### src/rtl/cache_control_nway.sv
// N-way set-associative write-back/write-allocate cache controller with true-LRU replacement and full flush.
// Latency: hit responds 2 cycles after acceptance; a miss adds an optional write-back plus a refill handshake.
// Backpressure: req_ready only in IDLE with no flush pending; memory transactions hold until mem_ready.
module cache_control_nway #(
    parameter int ADDR_W = 32,
    parameter int DATA_W = 32,
    parameter int WAYS   = 2,
    parameter int SETS   = 16
) (
    input  logic              clk,
    input  logic              rst,
    input  logic              req_valid,
    input  logic              req_we,
    input  logic [ADDR_W-1:0] req_addr,
    input  logic [DATA_W-1:0] req_wdata,
    output logic              req_ready,
    output logic              resp_valid,
    output logic [DATA_W-1:0] resp_rdata,
    input  logic              flush_req,
    output logic              flush_done,
    output logic              mem_req,
    output logic              mem_we,
    output logic [ADDR_W-1:0] mem_addr,
    output logic [DATA_W-1:0] mem_wdata,
    input  logic [DATA_W-1:0] mem_rdata,
    input  logic              mem_ready,
    output logic [31:0]       hit_count,
    output logic [31:0]       miss_count
);
    localparam int IDX_W = $clog2(SETS);
    localparam int TAG_W = ADDR_W - 2 - IDX_W;
    localparam int WAY_W = $clog2(WAYS);

    typedef enum logic [2:0] {
        S_IDLE, S_LOOKUP, S_WRITEBACK, S_REFILL, S_RESP, S_FLUSH_SCAN, S_FLUSH_WB
    } state_t;

    state_t r_state, w_next;

    // Cache arrays
    logic [TAG_W-1:0]  r_tag   [SETS][WAYS];
    logic [DATA_W-1:0] r_data  [SETS][WAYS];
    logic [WAY_W-1:0]  r_age   [SETS][WAYS];
    logic [WAYS-1:0]   r_valid [SETS];
    logic [WAYS-1:0]   r_dirty [SETS];

    // Latched request and bookkeeping
    logic              r_we;
    logic [ADDR_W-1:0] r_addr;
    logic [DATA_W-1:0] r_wdata;
    logic [WAY_W-1:0]  r_victim;
    logic [IDX_W-1:0]  r_fset;
    logic [WAY_W-1:0]  r_fway;
    logic [DATA_W-1:0] r_rdata;
    logic [31:0]       r_hit_cnt;
    logic [31:0]       r_miss_cnt;

    logic [IDX_W-1:0]  w_idx;
    logic [TAG_W-1:0]  w_tag;
    logic              w_hit;
    logic [WAY_W-1:0]  w_hit_way;
    logic [WAY_W-1:0]  w_victim;
    logic              w_victim_wb;
    logic              w_fdirty;
    logic              w_flast;
    logic              w_lru_en;
    logic [WAY_W-1:0]  w_lru_way;
    logic              w_unused_ok;

    // Byte-offset bits never participate in a lookup.
    assign w_unused_ok = &{1'b0, r_addr[1:0]};

    assign w_idx = r_addr[2 +: IDX_W];
    assign w_tag = r_addr[ADDR_W-1 -: TAG_W];

    // Tag compare across all ways of the addressed set
    always_comb begin
        w_hit     = 1'b0;
        w_hit_way = '0;
        for (int i = 0; i < WAYS; i++) begin
            if (r_valid[w_idx][i] && (r_tag[w_idx][i] == w_tag)) begin
                w_hit     = 1'b1;
                w_hit_way = WAY_W'(i);
            end
        end
    end

    // Victim choice: lowest-index invalid way, otherwise the oldest way
    always_comb begin
        logic inv_found;
        inv_found = 1'b0;
        w_victim  = '0;
        for (int i = 0; i < WAYS; i++) begin
            if (r_age[w_idx][i] == WAY_W'(WAYS - 1)) w_victim = WAY_W'(i);
        end
        for (int i = WAYS - 1; i >= 0; i--) begin
            if (!r_valid[w_idx][i]) begin
                inv_found = 1'b1;
                w_victim  = WAY_W'(i);
            end
        end
        w_victim_wb = !inv_found && r_dirty[w_idx][w_victim];
    end

    assign w_fdirty  = r_valid[r_fset][r_fway] && r_dirty[r_fset][r_fway];
    assign w_flast   = (r_fset == IDX_W'(SETS - 1)) && (r_fway == WAY_W'(WAYS - 1));
    assign w_lru_en  = ((r_state == S_LOOKUP) && w_hit) || ((r_state == S_REFILL) && mem_ready);
    assign w_lru_way = (r_state == S_LOOKUP) ? w_hit_way : r_victim;

    // State register
    always_ff @(posedge clk) begin
        if (rst) r_state <= S_IDLE;
        else     r_state <= w_next;
    end

    // Next-state logic
    always_comb begin
        w_next = r_state;
        case (r_state)
            S_IDLE:       if (flush_req) w_next = S_FLUSH_SCAN;
                          else if (req_valid) w_next = S_LOOKUP;
            S_LOOKUP:     if (w_hit) w_next = S_RESP;
                          else if (w_victim_wb) w_next = S_WRITEBACK;
                          else w_next = S_REFILL;
            S_WRITEBACK:  if (mem_ready) w_next = S_REFILL;
            S_REFILL:     if (mem_ready) w_next = S_RESP;
            S_RESP:       w_next = S_IDLE;
            S_FLUSH_SCAN: if (w_fdirty) w_next = S_FLUSH_WB;
                          else if (w_flast) w_next = S_IDLE;
            S_FLUSH_WB:   if (mem_ready) w_next = S_FLUSH_SCAN;
            default:      w_next = S_IDLE;
        endcase
    end

    // Output decode; memory fields come straight from stable state so they hold until mem_ready
    always_comb begin
        req_ready  = (r_state == S_IDLE) && !flush_req;
        resp_valid = (r_state == S_RESP);
        flush_done = (r_state == S_FLUSH_SCAN) && !w_fdirty && w_flast;
        mem_req    = 1'b0;
        mem_we     = 1'b0;
        mem_addr   = '0;
        mem_wdata  = '0;
        case (r_state)
            S_WRITEBACK: begin
                mem_req   = 1'b1;
                mem_we    = 1'b1;
                mem_addr  = {r_tag[w_idx][r_victim], w_idx, 2'b00};
                mem_wdata = r_data[w_idx][r_victim];
            end
            S_REFILL: begin
                mem_req  = 1'b1;
                mem_addr = {r_addr[ADDR_W-1:2], 2'b00};
            end
            S_FLUSH_WB: begin
                mem_req   = 1'b1;
                mem_we    = 1'b1;
                mem_addr  = {r_tag[r_fset][r_fway], r_fset, 2'b00};
                mem_wdata = r_data[r_fset][r_fway];
            end
            default: ;
        endcase
    end

    assign resp_rdata = r_rdata;
    assign hit_count  = r_hit_cnt;
    assign miss_count = r_miss_cnt;

    // Datapath: request latch, array updates, LRU, flush pointer, counters
    always_ff @(posedge clk) begin
        if (rst) begin
            for (int s = 0; s < SETS; s++) begin
                r_valid[s] <= '0;
                r_dirty[s] <= '0;
                for (int w = 0; w < WAYS; w++) r_age[s][w] <= WAY_W'(w);
            end
            r_we       <= 1'b0;
            r_addr     <= '0;
            r_wdata    <= '0;
            r_victim   <= '0;
            r_fset     <= '0;
            r_fway     <= '0;
            r_rdata    <= '0;
            r_hit_cnt  <= '0;
            r_miss_cnt <= '0;
        end else begin
            case (r_state)
                S_IDLE: begin
                    r_fset <= '0;
                    r_fway <= '0;
                    if (!flush_req && req_valid) begin
                        r_we    <= req_we;
                        r_addr  <= req_addr;
                        r_wdata <= req_wdata;
                    end
                end
                S_LOOKUP: begin
                    if (w_hit) begin
                        if (r_hit_cnt != '1) r_hit_cnt <= r_hit_cnt + 32'd1;
                        if (r_we) begin
                            r_data[w_idx][w_hit_way]  <= r_wdata;
                            r_dirty[w_idx][w_hit_way] <= 1'b1;
                            r_rdata                   <= r_wdata;
                        end else begin
                            r_rdata <= r_data[w_idx][w_hit_way];
                        end
                    end else begin
                        if (r_miss_cnt != '1) r_miss_cnt <= r_miss_cnt + 32'd1;
                        r_victim <= w_victim;
                    end
                end
                S_REFILL: begin
                    if (mem_ready) begin
                        r_tag[w_idx][r_victim]   <= w_tag;
                        r_valid[w_idx][r_victim] <= 1'b1;
                        r_dirty[w_idx][r_victim] <= r_we;
                        r_data[w_idx][r_victim]  <= r_we ? r_wdata : mem_rdata;
                        r_rdata                  <= r_we ? r_wdata : mem_rdata;
                    end
                end
                S_FLUSH_SCAN: begin
                    if (!w_fdirty && !w_flast) begin
                        if (r_fway == WAY_W'(WAYS - 1)) begin
                            r_fway <= '0;
                            r_fset <= r_fset + IDX_W'(1);
                        end else begin
                            r_fway <= r_fway + WAY_W'(1);
                        end
                    end
                end
                S_FLUSH_WB: begin
                    // The last entry is re-scanned once it is clean, which raises flush_done.
                    if (mem_ready) begin
                        r_dirty[r_fset][r_fway] <= 1'b0;
                        if (!w_flast) begin
                            if (r_fway == WAY_W'(WAYS - 1)) begin
                                r_fway <= '0;
                                r_fset <= r_fset + IDX_W'(1);
                            end else begin
                                r_fway <= r_fway + WAY_W'(1);
                            end
                        end
                    end
                end
                default: ;
            endcase
            if (w_lru_en) begin
                for (int i = 0; i < WAYS; i++) begin
                    if (WAY_W'(i) == w_lru_way)
                        r_age[w_idx][i] <= '0;
                    else if (r_age[w_idx][i] < r_age[w_idx][w_lru_way])
                        r_age[w_idx][i] <= r_age[w_idx][i] + WAY_W'(1);
                end
            end
        end
    end
endmodule

### config.mk
export PLATFORM = sky130hd
export DESIGN_NAME = cache_control_nway
export DESIGN_NICKNAME = d
export VERILOG_FILES = /design/src/rtl/cache_control_nway.sv
export SDC_FILE = /design/constraint.sdc
export NUM_CORES = 2
export LEC_CHECK = 0
export CAP_MARGIN = 25
export CELL_PAD_IN_SITES_DETAIL_PLACEMENT = 1
export CELL_PAD_IN_SITES_GLOBAL_PLACEMENT = 1
export CORE_MARGIN = 1.5
export CORE_UTILIZATION = 45
export DETAILED_ROUTE_END_ITERATION = 16
export PLACE_DENSITY_LB_ADDON = 0.1
export SYNTH_ARGS = -nofsm -noshare
export SYNTH_HDL_FRONTEND = slang
export SYNTH_SLANG_ARGS = --single-unit
### constraint.sdc
create_clock -name clk -period 14.5 [get_ports clk]
set_input_delay 2.9 -clock clk [delete_from_list [all_inputs] [get_ports clk]]
set_output_delay 2.9 -clock clk [all_outputs]
set_load 0.01 [all_outputs]
==> flow_metrics.tcl <==
set metrics [dict create \
    firstDrtPassIters 12 \
    antenna_found_initial 10 \
    utilization_pct 51.7 \
    postCtsSetupRepairBufs 0 \
    start_util_pct 45.3 \
    violations "DRC" \
    root_buffer "clkbuf_16" \
    peakVddDrop_v 0.000116 \
    met1_length_mm 140 \
    r2r_end "r_data[4][30]" \
    synth-seq-area-share_pct 60.7 \
    rsz0062_at_grt "no" \
    timing.final.hold_violations 0 \
    maxCapViolations 0 \
    cts.clk_slew.worst_paths_ns 0.06 \
    slew_headroom_pct 18.5 \
    synthFlopType "edfxtp_1" \
    critPathKind "reg2out" \
    numCtsBuffers 230 \
    internal_power_mw 11.3 \
    slew_viol_final 0 \
    die_x_um 479 \
    syn_avg_cell_area_um2 17.6 \
    hpwl_mm 203 \
    fin_crit_sh_pct 62.4 \
    ios 267 \
    synth_edf_count 1919 \
    grt_pass1_wl_mm 506 \
    die_area_mm2 0.229 \
    hold_end "r_addr[11]" \
    whs_path_depth 2 \
    core_mm2 0.225 \
    drc 10 \
    wl_per_cell_um 39.1 \
    synth.distinct_cells 87 \
    clkPwrFrac_pct 40.0 \
    worstSkewPairLatency_ns 0.90 \
    grt_max_degree 154 \
    clock_path_buffers 3 \
    p_seq_share_pct 44.9 \
    start_kind "flop" \
    highest_layer "met5" \
    met3WireLength_mm 29.6 \
    ant_nets 0 \
    hold_buffers 0 \
    routed_wl_mm 360 \
    netSwitchingPower_mw 4.19 \
    fin_crit_ns 9.05 \
    drive_gt1_share_pct 31.4 \
    fin_cells 9196 \
    htreeDepth 4 \
    num_rows 174 \
    cts.sinks 2128 \
    worstHoldStart "r_addr[11]" \
    worstHoldPathType "reg2reg" \
    synth-async-reset-ratio_pct 0 \
    met2WireLength_mm 176 \
    portBuffers 262 \
    synthCells 5784 \
    area_growth_syn_to_layout_pct 14.2 \
    routabilityCongestion 0.831 \
    p_comb_share_pct 15.1 \
    drt_iter0_markers 7494 \
    grt.overflow.total 0 \
    cts_resized 0 \
    syn-cell-area_mm2 0.102 \
    max_freq_ghz 0.110 \
    switching_share_pct 27.1 \
    status "complete, but fails checks" \
    yosysWarnings 0 \
    tightestPinTransition_ns 1.21 \
    cp_data_arrival_time_ns 6.15 \
    p_leak_nw 35.8 \
    path_cells "buf_4 -> buf_12 -> nor2b_1 -> a22oi_1 -> nand2_1 -> nor2_1 -> a311oi_1 -> a21oi_1 -> o22ai_1 -> and2_1 -> clkdlybuf4s50_1" \
    cts_tree "yes" \
    setup_violations 0 \
    r2r_slack_ns 6.25 \
    end_kind "primary output" \
    fin_setup_tns_ns 0 \
    worst_r2r_path_depth 13 \
    power_density_mw_per_mm2 133 \
    vias 63300 \
    crit_path_max_incr_delay_ns 0.84 \
    crit_fanout 87 \
    routed_via_density 6.88 \
    dp.cells 8749 \
    synth-seq-cells 2128 \
    skew_ns 0.0478 \
    die_h_um 479 \
    grt_pass1_vias 64800 \
    grt_util_all_layers_pct 31.3 \
    worstPathRequired_ns 11.60 \
    cp_slowest_cell "nor2b_1" \
    final_nets 6098 \
]
-- per-layer routing --
layer	vias to the layer above	track usage (%)
met1	34600	42.4
met2	3300	51.2
met3	649	4.95
li1	24700	-
met4	8	11.8
met5	-	0
-- power groups by stage --
stage / logic, mW / registers [mW] / clock network, mW
2_1_floorplan: 1.32 / 7.06 / 0
3_3_place_gp: 2.29 / 7.07 / 0
3_5_place_dp: 2.32 / 7.07 / 0
4_1_cts: 2.33 / 6.94 / 6.25
5_1_grt: 2.44 / 6.95 / 6.46
6_report: 2.34 / 6.94 / 6.18
-- worst max-delay path by stage --
stage,startpoint,endpoint,cells past startpoint
after floorplan,flop,mem_wdata[10],14
after global placement,flop,r_data[4][25],13
after detailed placement,flop,mem_addr[18],11
after CTS,flop,mem_addr[18],11
after global routing,flop,mem_addr[19],13
final,flop,mem_addr[18],11
-- sequential cells by signal (all words and copies together), names as in the netlist, named ones only --
name / flops
resp_rdata: 32
r_we: 1
r_wdata: 32
hit_count: 32
r_valid: 32
r_fset: 4
r_state: 3
r_tag: 832
r_fway: 1
r_dirty: 32
r_data: 1024
r_age: 32
miss_count: 32
r_victim: 1
r_addr: 30
-- worst max-delay path: cells and delay by family, from the launching register on --
family | cells | cell delay, ns
AO/OA/AOI/OAI | 4 | 1.00
AND/OR/NAND/NOR | 4 | 1.40
flip-flops | 1 | 0.75
buffers and inverters | 3 | 1.95
-- layout by cell type (no fill, tap or decap), types with 35 or more instances in the layout --
cell type and n:
clkbuf_16 232, a21oi_1 190, a211oi_1 46, clkbuf_1 41, nand2_1 361, nor2_1 183
clkdlybuf4s50_1 261, a311oi_1 35, dfxtp_1 195, nor2_4 68, a21o_1 63, mux2i_1 124
mux2_2 125, buf_4 175, o22ai_1 58, nand3_1 60, nor2b_1 75, a22oi_1 61
mux4_2 1090, edfxtp_1 1919, o21ai_0 58, and2_1 72, clkinv_2 51
-- through the flow --
step           total power [mW]  setup slack, ns  hold WS (ns)  instance area (µm²)
2_1_floorplan              8.37             7.92         0.443               102000
3_3_place_gp               9.36             6.37         0.446               108000
3_5_place_dp               9.39             6.38         0.453               108000
4_1_cts                    15.5             5.43         0.461               116000
5_1_grt                    15.8             5.27         0.490               116000
6_report                   15.5             5.45         0.458               116000
-- cells in the mapped netlist (73+ instances only) --
master	n	area share, %
buf_2	78	0.38
mux2i_1	124	1.2
and2_1	73	0.45
clkbuf_1	256	0.94
a21oi_1	190	0.93
edfxtp_1	1919	57
mux2_2	125	1.4
nand2_1	364	1.3
nor2b_1	77	0.47
mux4_2	1090	24
nor2_1	252	0.93
dfxtp_1	209	4.1
buf_1	100	0.37
-- area by class of cell --
class,instances,area [µm²]
diodes,6,15.0
clock buffers,291,6210
clock inverters,146,1740
fillers,20300,109000
inverters,25,106
multi-input cells,3154,38400
flip-flops and latches,2128,61900
well taps,2992,3740
repair buffers,454,4270
-- cells by family (layout without fill, tap and decap cells) --
kind of cell               count (synthesis)  count (layout)  synth area share (%)
and+or+nand+nor                         1010            1010                  4.69
adders and majority gates                  3               3                0.0369
muxes                                   1340            1340                  26.7
other                                      1               8               0.00368
AOI/OAI and AO/OA                        750             750                  5.23
xor gates and xnor gates                  49              49                 0.422
DFF                                     2128            2128                  60.7
buffers and inverters                    503             916                  2.16
(Power assumes the default switching activity.)
